<file path="config.mk">
export PLATFORM = sky130hd
export DESIGN_NAME = uart_tx_fifo_drain
export DESIGN_NICKNAME = d
export VERILOG_FILES = /design/src/rtl/uart_pkg.sv /design/src/rtl/uart_baud_counter.sv /design/src/rtl/uart_tx_fifo_drain.sv
export SDC_FILE = /design/constraint.sdc
export NUM_CORES = 1
export LEC_CHECK = 0
export ABC_CLOCK_PERIOD_IN_PS = 5500
export CAP_MARGIN = 30
export CORE_MARGIN = 4
export CORE_UTILIZATION = 60
export DETAILED_ROUTE_END_ITERATION = 6
export PLACE_DENSITY = 0.83
export SLEW_MARGIN = 20
export SYNTH_ARGS = -nofsm -noshare
export SYNTH_HDL_FRONTEND = slang
export SYNTH_SLANG_ARGS = --single-unit
</file>
<file path="constraint.sdc">
create_clock -name i_clk -period 5.5 [get_ports i_clk]
set_input_delay 0.55 -clock i_clk [delete_from_list [all_inputs] [get_ports i_clk]]
set_output_delay 0.55 -clock i_clk [all_outputs]
set_load 0.005 [all_outputs]
</file>
<file path="src/rtl/uart_pkg.sv">
// ---------------------------------------------------------------------------
// uart_pkg : shared types and constants for the UART TX FIFO drain.
// Revision : 1.0
// ---------------------------------------------------------------------------
`default_nettype none

package uart_pkg;

  typedef enum logic [1:0] {
    IDLE  = 2'd0,
    START = 2'd1,
    DATA  = 2'd2,
    STOP  = 2'd3
  } tx_state_t;

  localparam int unsigned UART_DATA_BITS       = 8;
  localparam int unsigned DEFAULT_CLKS_PER_BIT = 32'd868;

endpackage

`default_nettype wire

</file>
<file path="src/rtl/uart_baud_counter.sv">
// ---------------------------------------------------------------------------
// uart_baud_counter : counts 0..CLKS_PER_BIT-1, ticks on the last bit cycle.
// Revision : 1.0
// ---------------------------------------------------------------------------
`default_nettype none

module uart_baud_counter
  import uart_pkg::*;
#(
  parameter int unsigned CLKS_PER_BIT = DEFAULT_CLKS_PER_BIT
) (
  input  logic i_clk,
  input  logic i_rst,
  input  logic i_clear,
  output logic o_tick
);

  localparam int unsigned     CNT_W    = (CLKS_PER_BIT > 1) ? $clog2(CLKS_PER_BIT) : 1;
  localparam logic [CNT_W-1:0] CNT_LAST = CNT_W'(CLKS_PER_BIT - 1);

  logic [CNT_W-1:0] cnt_q;
  logic [CNT_W-1:0] cnt_d;

  always_comb begin
    cnt_d = cnt_q + 1'b1;
    if (i_clear || (cnt_q == CNT_LAST)) begin
      cnt_d = '0;
    end
  end

  always_ff @(posedge i_clk) begin
    if (i_rst) begin
      cnt_q <= '0;
    end else begin
      cnt_q <= cnt_d;
    end
  end

  assign o_tick = (cnt_q == CNT_LAST);

endmodule

`default_nettype wire

</file>
<file path="src/rtl/uart_tx_fifo_drain.sv">
// ---------------------------------------------------------------------------
// uart_tx_fifo_drain : pops a show-ahead FIFO and serialises bytes as 8N1/8N2.
// Revision : 1.0
// ---------------------------------------------------------------------------
`default_nettype none

module uart_tx_fifo_drain
  import uart_pkg::*;
#(
  parameter int unsigned CLKS_PER_BIT = DEFAULT_CLKS_PER_BIT,
  parameter int unsigned STOP_BITS    = 32'd1,
  parameter int unsigned WD           = 32'd8
) (
  input  logic          i_clk,
  input  logic          i_rst,
  input  logic          i_enable,
  input  logic          i_fifo_empty,
  input  logic [WD-1:0] i_fifo_data,
  output logic          o_fifo_read_en,
  output logic          o_tx,
  output logic          o_busy
);

  localparam logic STOP_LAST = 1'(STOP_BITS - 1);

  tx_state_t                 state_q, state_d;
  logic [UART_DATA_BITS-1:0] shift_q, shift_d;
  logic [2:0]                bit_idx_q, bit_idx_d;
  logic                      stop_cnt_q, stop_cnt_d;
  logic                      tx_q, tx_d;
  logic                      rd_en_q, rd_en_d;
  logic                      busy_q, busy_d;

  logic w_tick;
  logic w_clear;
  logic w_pop_ok;
  logic w_unused_data;

  assign w_pop_ok      = i_enable && !i_fifo_empty;
  assign w_unused_data = ^i_fifo_data;

  uart_baud_counter #(
    .CLKS_PER_BIT (CLKS_PER_BIT)
  ) u_baud (
    .i_clk   (i_clk),
    .i_rst   (i_rst),
    .i_clear (w_clear),
    .o_tick  (w_tick)
  );

  always_comb begin
    state_d    = state_q;
    shift_d    = shift_q;
    bit_idx_d  = bit_idx_q;
    stop_cnt_d = stop_cnt_q;
    tx_d       = tx_q;
    rd_en_d    = 1'b0;

    case (state_q)
      IDLE: begin
        tx_d = 1'b1;
        if (w_pop_ok) begin
          state_d = START;
          shift_d = i_fifo_data[UART_DATA_BITS-1:0];
          rd_en_d = 1'b1;
          tx_d    = 1'b0;
        end
      end
      START: begin
        if (w_tick) begin
          state_d   = DATA;
          bit_idx_d = 3'd0;
          tx_d      = shift_q[0];
        end
      end
      DATA: begin
        if (w_tick) begin
          if (bit_idx_q == 3'd7) begin
            state_d    = STOP;
            stop_cnt_d = 1'b0;
            tx_d       = 1'b1;
          end else begin
            bit_idx_d = bit_idx_q + 3'd1;
            tx_d      = shift_q[bit_idx_q + 3'd1];
          end
        end
      end
      STOP: begin
        if (w_tick) begin
          if (stop_cnt_q == STOP_LAST) begin
            // Chain straight into the next start bit so frames have no gap.
            if (w_pop_ok) begin
              state_d = START;
              shift_d = i_fifo_data[UART_DATA_BITS-1:0];
              rd_en_d = 1'b1;
              tx_d    = 1'b0;
            end else begin
              state_d = IDLE;
              tx_d    = 1'b1;
            end
          end else begin
            stop_cnt_d = stop_cnt_q + 1'b1;
          end
        end
      end
      default: begin
        state_d = IDLE;
        tx_d    = 1'b1;
      end
    endcase

    busy_d  = (state_d != IDLE);
    w_clear = (state_q == IDLE) || (state_d != state_q) || (bit_idx_d != bit_idx_q);
  end

  always_ff @(posedge i_clk) begin
    if (i_rst) begin
      state_q    <= IDLE;
      shift_q    <= '0;
      bit_idx_q  <= '0;
      stop_cnt_q <= 1'b0;
      tx_q       <= 1'b1;
      rd_en_q    <= 1'b0;
      busy_q     <= 1'b0;
    end else begin
      state_q    <= state_d;
      shift_q    <= shift_d;
      bit_idx_q  <= bit_idx_d;
      stop_cnt_q <= stop_cnt_d;
      tx_q       <= tx_d;
      rd_en_q    <= rd_en_d;
      busy_q     <= busy_d;
    end
  end

  assign o_fifo_read_en = rd_en_q;
  assign o_tx           = tx_q;
  assign o_busy         = busy_q;

endmodule

`default_nettype wire
</file>
-- Yosys cells after proc, flatten, opt, wreduce, memory -nomap -nowiden
Index checks and enable logic that the tools add are counted.
- output and inout bits: 3
- register bits after elaboration: 27
- word-level logic and storage cells: 71
- equality and inequality tests: 12
- $lt $le $gt $ge: 1
- multiplexer cells: 34
- reductions and logical operators: 13
- $add $sub $neg: 3
- operator list (kind ; number):
    $mux 8 ; 3
    $pmux 8 s2 ; 1
    $mux 1 ; 15
    $mux 2 ; 6
    $add 10x1->10 const B ; 1
    $eq 10x10->1 const B ; 1
    $mux 3 ; 3
    $pmux 2 s4 ; 1
    $reduce_and 4->1 ; 2
    $ne 2x1->1 const B ; 3
    $pmux 3 s2 ; 1
    $reduce_bool 2->1 ; 3
    $eq 2x2->1 const B ; 2
    $lt 3x4->1 const B ; 1
    $ne 2x2->1 const B ; 2
    $pmux 1 s2 ; 2
    $pmux 1 s4 ; 1
    $add 3x1->3 const B ; 1
    $bmux 1 s3 ; 1
    $eq 3x3->1 const B ; 1
    $logic_or 1x1->1 ; 3
    $ne 3x3->1 ; 1
    $reduce_and 3->1 ; 1
    $eq 2x1->1 const B ; 1
    6 further kinds ; 6

-- Longest topological paths before layout
- depth after elaboration: 11
- depth in mapped cells: 7
- gate-level depth less buffers: 7

-- By module
From an unflattened synthesis, not the netlist that was laid out.
- cell total of the unflattened synthesis: 166
- area, all modules: 1440.1 um^2
- modules (own cells, without submodules) (module ; area each (um^2) ; instances ; cells each):
    uart_tx_fifo_drain ; 985.9 ; 1 ; 113
    uart_baud_counter ; 454.2 ; 1 ; 53

-- Least setup slack after synthesis
OpenSTA, ideal clock, no wires.
- path kind: register to register
- start point: register bit_idx_q[0]
- end point: register tx_q (netlist: o_tx)
- data arrival time: 1.684 ns
- stages on the path, launching flop included: 8
- setup slack: 3.692 ns
- path buffers: 0
- setup time: 0.124 ns
- path through: dfxtp_1 > ha_1 > inv_1 > ha_1 > mux2_2 > a2bb2oi_1 > a31oi_1 > o21ai_0
- word-level cells in the longest chain between the ends: 6
- elaborated cells on any way between the ends: 7
- classes of those cells: 1 x add/sub; 1 x eq/ne; 5 x mux
- RTL lines (item ; line ; RTL):
    start: declaration ; uart_tx_fifo_drain.sv:28 ; logic [2:0] bit_idx_q, bit_idx_d;
    start signal: assignment ; uart_tx_fifo_drain.sv:128 ; bit_idx_q <= bit_idx_d;
    $add 3x1->3 ; uart_tx_fifo_drain.sv:84 ; tx_d = shift_q[bit_idx_q + 3'd1];
    $bmux 1 s3 ; uart_tx_fifo_drain.sv:84 ;
    $mux 1 (implied by the code) ; uart_tx_fifo_drain.sv:84 ;
    $mux 1 (*) ; uart_tx_fifo_drain.sv:78 ; if (bit_idx_q == 3'd7) begin
    $mux 1 (*) ; uart_tx_fifo_drain.sv:77 ; if (w_tick) begin
    $pmux 1 s4 (*) ; uart_tx_fifo_drain.sv:59 ; case (state_q)
    end signal: assignment ; uart_tx_fifo_drain.sv:130 ; tx_q <= tx_d;
    end: declaration ; uart_tx_fifo_drain.sv:30 ; logic tx_q, tx_d;
Mark *: on every way between the ends. The rest lies on a longest branch, timed or not. The select of a mux whose other input is x is not followed.
A chain may end at the register's enable or synchronous reset.

-- Final worst setup path
- start point: input i_rst
- end point: register u_baud.cnt_q[6]
- word-level cells in the longest chain between the ends: 1
- RTL lines (item ; line ; RTL):
    start: declaration ; uart_tx_fifo_drain.sv:15 ; input logic i_rst,
    $reduce_or 2->1 (no line) ; -- ;
    end signal: assignment ; uart_baud_counter.sv:35 ; cnt_q <= cnt_d;
    end: declaration ; uart_baud_counter.sv:21 ; logic [CNT_W-1:0] cnt_q;
Every way passes these cells.

==> impl_metrics.json <==
{
  "post-cts-setup-buffers": 0,
  "min_to": "u_baud.cnt_q[0]$_SDFF_PP0_",
  "drt_iter0_drc": 83,
  "dr_wl_met3_um": 170,
  "initial_utilization_pct": 64.6,
  "startpoint_type": "input pin",
  "fin_crit_ns": 2.28,
  "numCtsBuffers": 3,
  "multi_input_area_sq_um": 1040,
  "die-area_sq_um": 3640,
  "whs_path_depth": 1,
  "period_share_pct": 41.4,
  "r2r_slack_ns": 3.31,
  "cts_tree": "yes",
  "end_kind": "flip-flop",
  "num_vias": 1356,
  "synth_warnings": 0,
  "peakVddDrop_v": 0.000165,
  "cts.htree.levels": 1,
  "ys_top_cells_by_area": "dfxtp_1 (32%), mux2i_1 (7.3%), ha_1 (6.1%)",
  "finalMaxSlewViolations": 0,
  "hp-start": "u_baud.cnt_q[0]$_SDFF_PP0_",
  "p_per_area_nw_per_um2": 195,
  "ys_seq_area_share_pct": 31.7,
  "tns_ns": 0,
  "die_h_um": 60.3,
  "syn-instance-count": 171,
  "regArea_sq_um": 520,
  "final_area_sq_um": 1810,
  "nNetsFinal": 204,
  "outcome": "finished clean",
  "grt_pass1_wl_mm": 5.87,
  "placed_area_sq_um": 1770,
  "core_area_sq_um": 2540,
  "synth_top_area_share_pct": 31.7,
  "clk_pin_slew_worst_paths_ns": 0.15,
  "synth_fp_nets": 191,
  "reg2reg_from": "state_q[0]$_SDFF_PP0_",
  "timing.slew.headroom_pct": 48.0,
  "cp_max_fo": 25,
  "crit_type": "input pin to flip-flop",
  "yosysTopAreaCell": "dfxtp_1",
  "io_pins": 15,
  "gr-usage-all-layers_pct": 21.2,
  "slowest_delay_ns": 0.81,
  "setup_viol_count_final": 0,
  "drc": 0,
  "maxCapViolCount": 0,
  "synth_edf_count": 0,
  "leakagePower_uw": 0.000583,
  "worst_ep_arrival_time_ns": 2.53,
  "syn_to_final_growth_pct": 10.1,
  "finClkSkew_ns": 0.00327,
  "yosysUniqueCellTypes": 53,
  "rr_endpoint": "u_baud.cnt_q[6]$_SDFF_PP0_",
  "route.met2.wl_mm": 1.75,
  "met1_length_mm": 1.49,
  "syn_area_per_cell_sq_um": 9.61,
  "root_buffer": "clkbuf_4",
  "grt_pass1_vias": 1245,
  "synth-seq-cells": 26,
  "rsz0062_at_grt": "no",
  "row_count": 18,
  "postCtsHoldBufs": 0,
  "rr_worst_depth": 6,
  "antenna_found_initial": 0,
  "wl_mm": 3.46,
  "clockBufferDepth": 2,
  "highest_layer": "met4",
  "num_antenna_cells": 0,
  "drive_above_1_share_pct": 13.7,
  "clk_latency_ns": 0.34,
  "synthFlopType": "dfxtp_1",
  "antenna_left": 0,
  "worstMarginPinSlew_ns": 0.778,
  "viasPerCell": 6.37,
  "fillers": 190,
  "routedWlPerCell_um": 16.2,
  "syn-cell-area_sq_um": 1640,
  "dpl.hpwl_mm": 2.47,
  "chipWidth_um": 60.3,
  "final_cell_mix": "dfxtp_1 (26), clkdlybuf4s50_1 (14), mux2i_1 (12), a211oi_1 (10)",
  "critPathSlowestCell": "clkdlybuf4s50_1",
  "portBuffers": 14,
  "grt_overflow_total": 0,
  "synth-async-reset-ratio_pct": 0,
  "final_common_cell": "dfxtp_1",
  "finalHoldViolCount": 0,
  "clock-sinks": 26,
  "grt_max_degree": 26,
  "cp_cell_sequence": "clkdlybuf4s50_1 > a2111oi_2 > nand4_2 > a211oi_1",
  "gp_congestion": 0.948,
  "firstDrtPassIters": 4,
  "fmax_mhz": 439,
  "hold_class": "flip-flop to flip-flop",
  "cts_resized": 0,
  "crit_required_ns": 5.76
}
[metrics by stage]
stage,power (uW),setup WS [ns],hold slack [ns],util (%),cells
final,352,3.22,0.490,71.1,213
after global routing,367,2.99,0.529,71.1,213
after CTS,352,3.22,0.492,71.1,213
after detailed placement,253,2.89,0.473,69.7,209
after global placement,251,3.00,0.459,69.7,209
after floorplan,236,3.69,0.445,-,171
[per-layer routing]
metal	vias up	track usage, %
li1	655	-
met1	657	28.2
met2	39	35.2
met3	5	2.59
met4	0	7.59
met5	-	0
[critical path, delay by kind of cell]
family | cells | cell delay (ns)
AOI/OAI and AO/OA | 2 | 0.84
buffers and inverters | 1 | 0.81
and+or+nand+nor | 1 | 0.33
[cell type report]
cell class,instances,share of cell area [%]
timing repair buffer,14,7.75
multi-input combinational,131,57.7
sequential,26,28.8
clock buffer,4,2.01
tap,30,2.07
inverter,8,1.66
[cell usage after synthesis (5+ instances only)]
cell type   n
or2b_2      6
mux2i_1    12
nand2b_1    6
nor3_1      5
a211oi_1   10
xnor2_1     6
nor2_1      6
inv_1       7
ha_1        8
a31oi_1     5
nand2_1     8
dfxtp_1    26
or2b_1      7
[cell families after synthesis]
family | count (synthesis) | share of synthesized area (%)
multiplexers | 13 | 8.00
XOR/XNOR | 8 | 4.27
adder cells (fa/ha/maj) | 8 | 6.09
AO/OA/AOI/OAI | 40 | 19.0
flip-flops | 26 | 31.7
AND/OR/NAND/NOR | 62 | 26.3
buffers and inverters | 14 | 4.72
[power by group]
part           leakage (uW)  switching [uW]  internal [uW]
logic              0.000351            24.9           26.4
registers          0.000211            3.52            194
clock network     0.0000210            62.5           40.6
total              0.000583            90.9            261
[worst max-delay path by stage]
stage / endpoint / slack [ns] / startpoint
final: u_baud.cnt_q[6]$_SDFF_PP0_ / 3.22 / i_rst
after global routing: u_baud.cnt_q[6]$_SDFF_PP0_ / 2.99 / i_rst
after CTS: u_baud.cnt_q[6]$_SDFF_PP0_ / 3.22 / i_rst
after detailed placement: u_baud.cnt_q[6]$_SDFF_PP0_ / 2.89 / i_rst
after global placement: u_baud.cnt_q[1]$_SDFF_PP0_ / 3.00 / i_rst
after floorplan: o_tx$_SDFFE_PP1P_ / 3.69 / bit_idx_q[0]$_SDFF_PP0_
[state kept, by name, summed over array words and instances (netlist names)]
signal / count
u_baud.cnt_q: 10
shift_q: 8
bit_idx_q: 3
state_q: 2
o_busy: 1
o_fifo_read_en: 1
o_tx: 1
(Power assumes the default switching activity.)
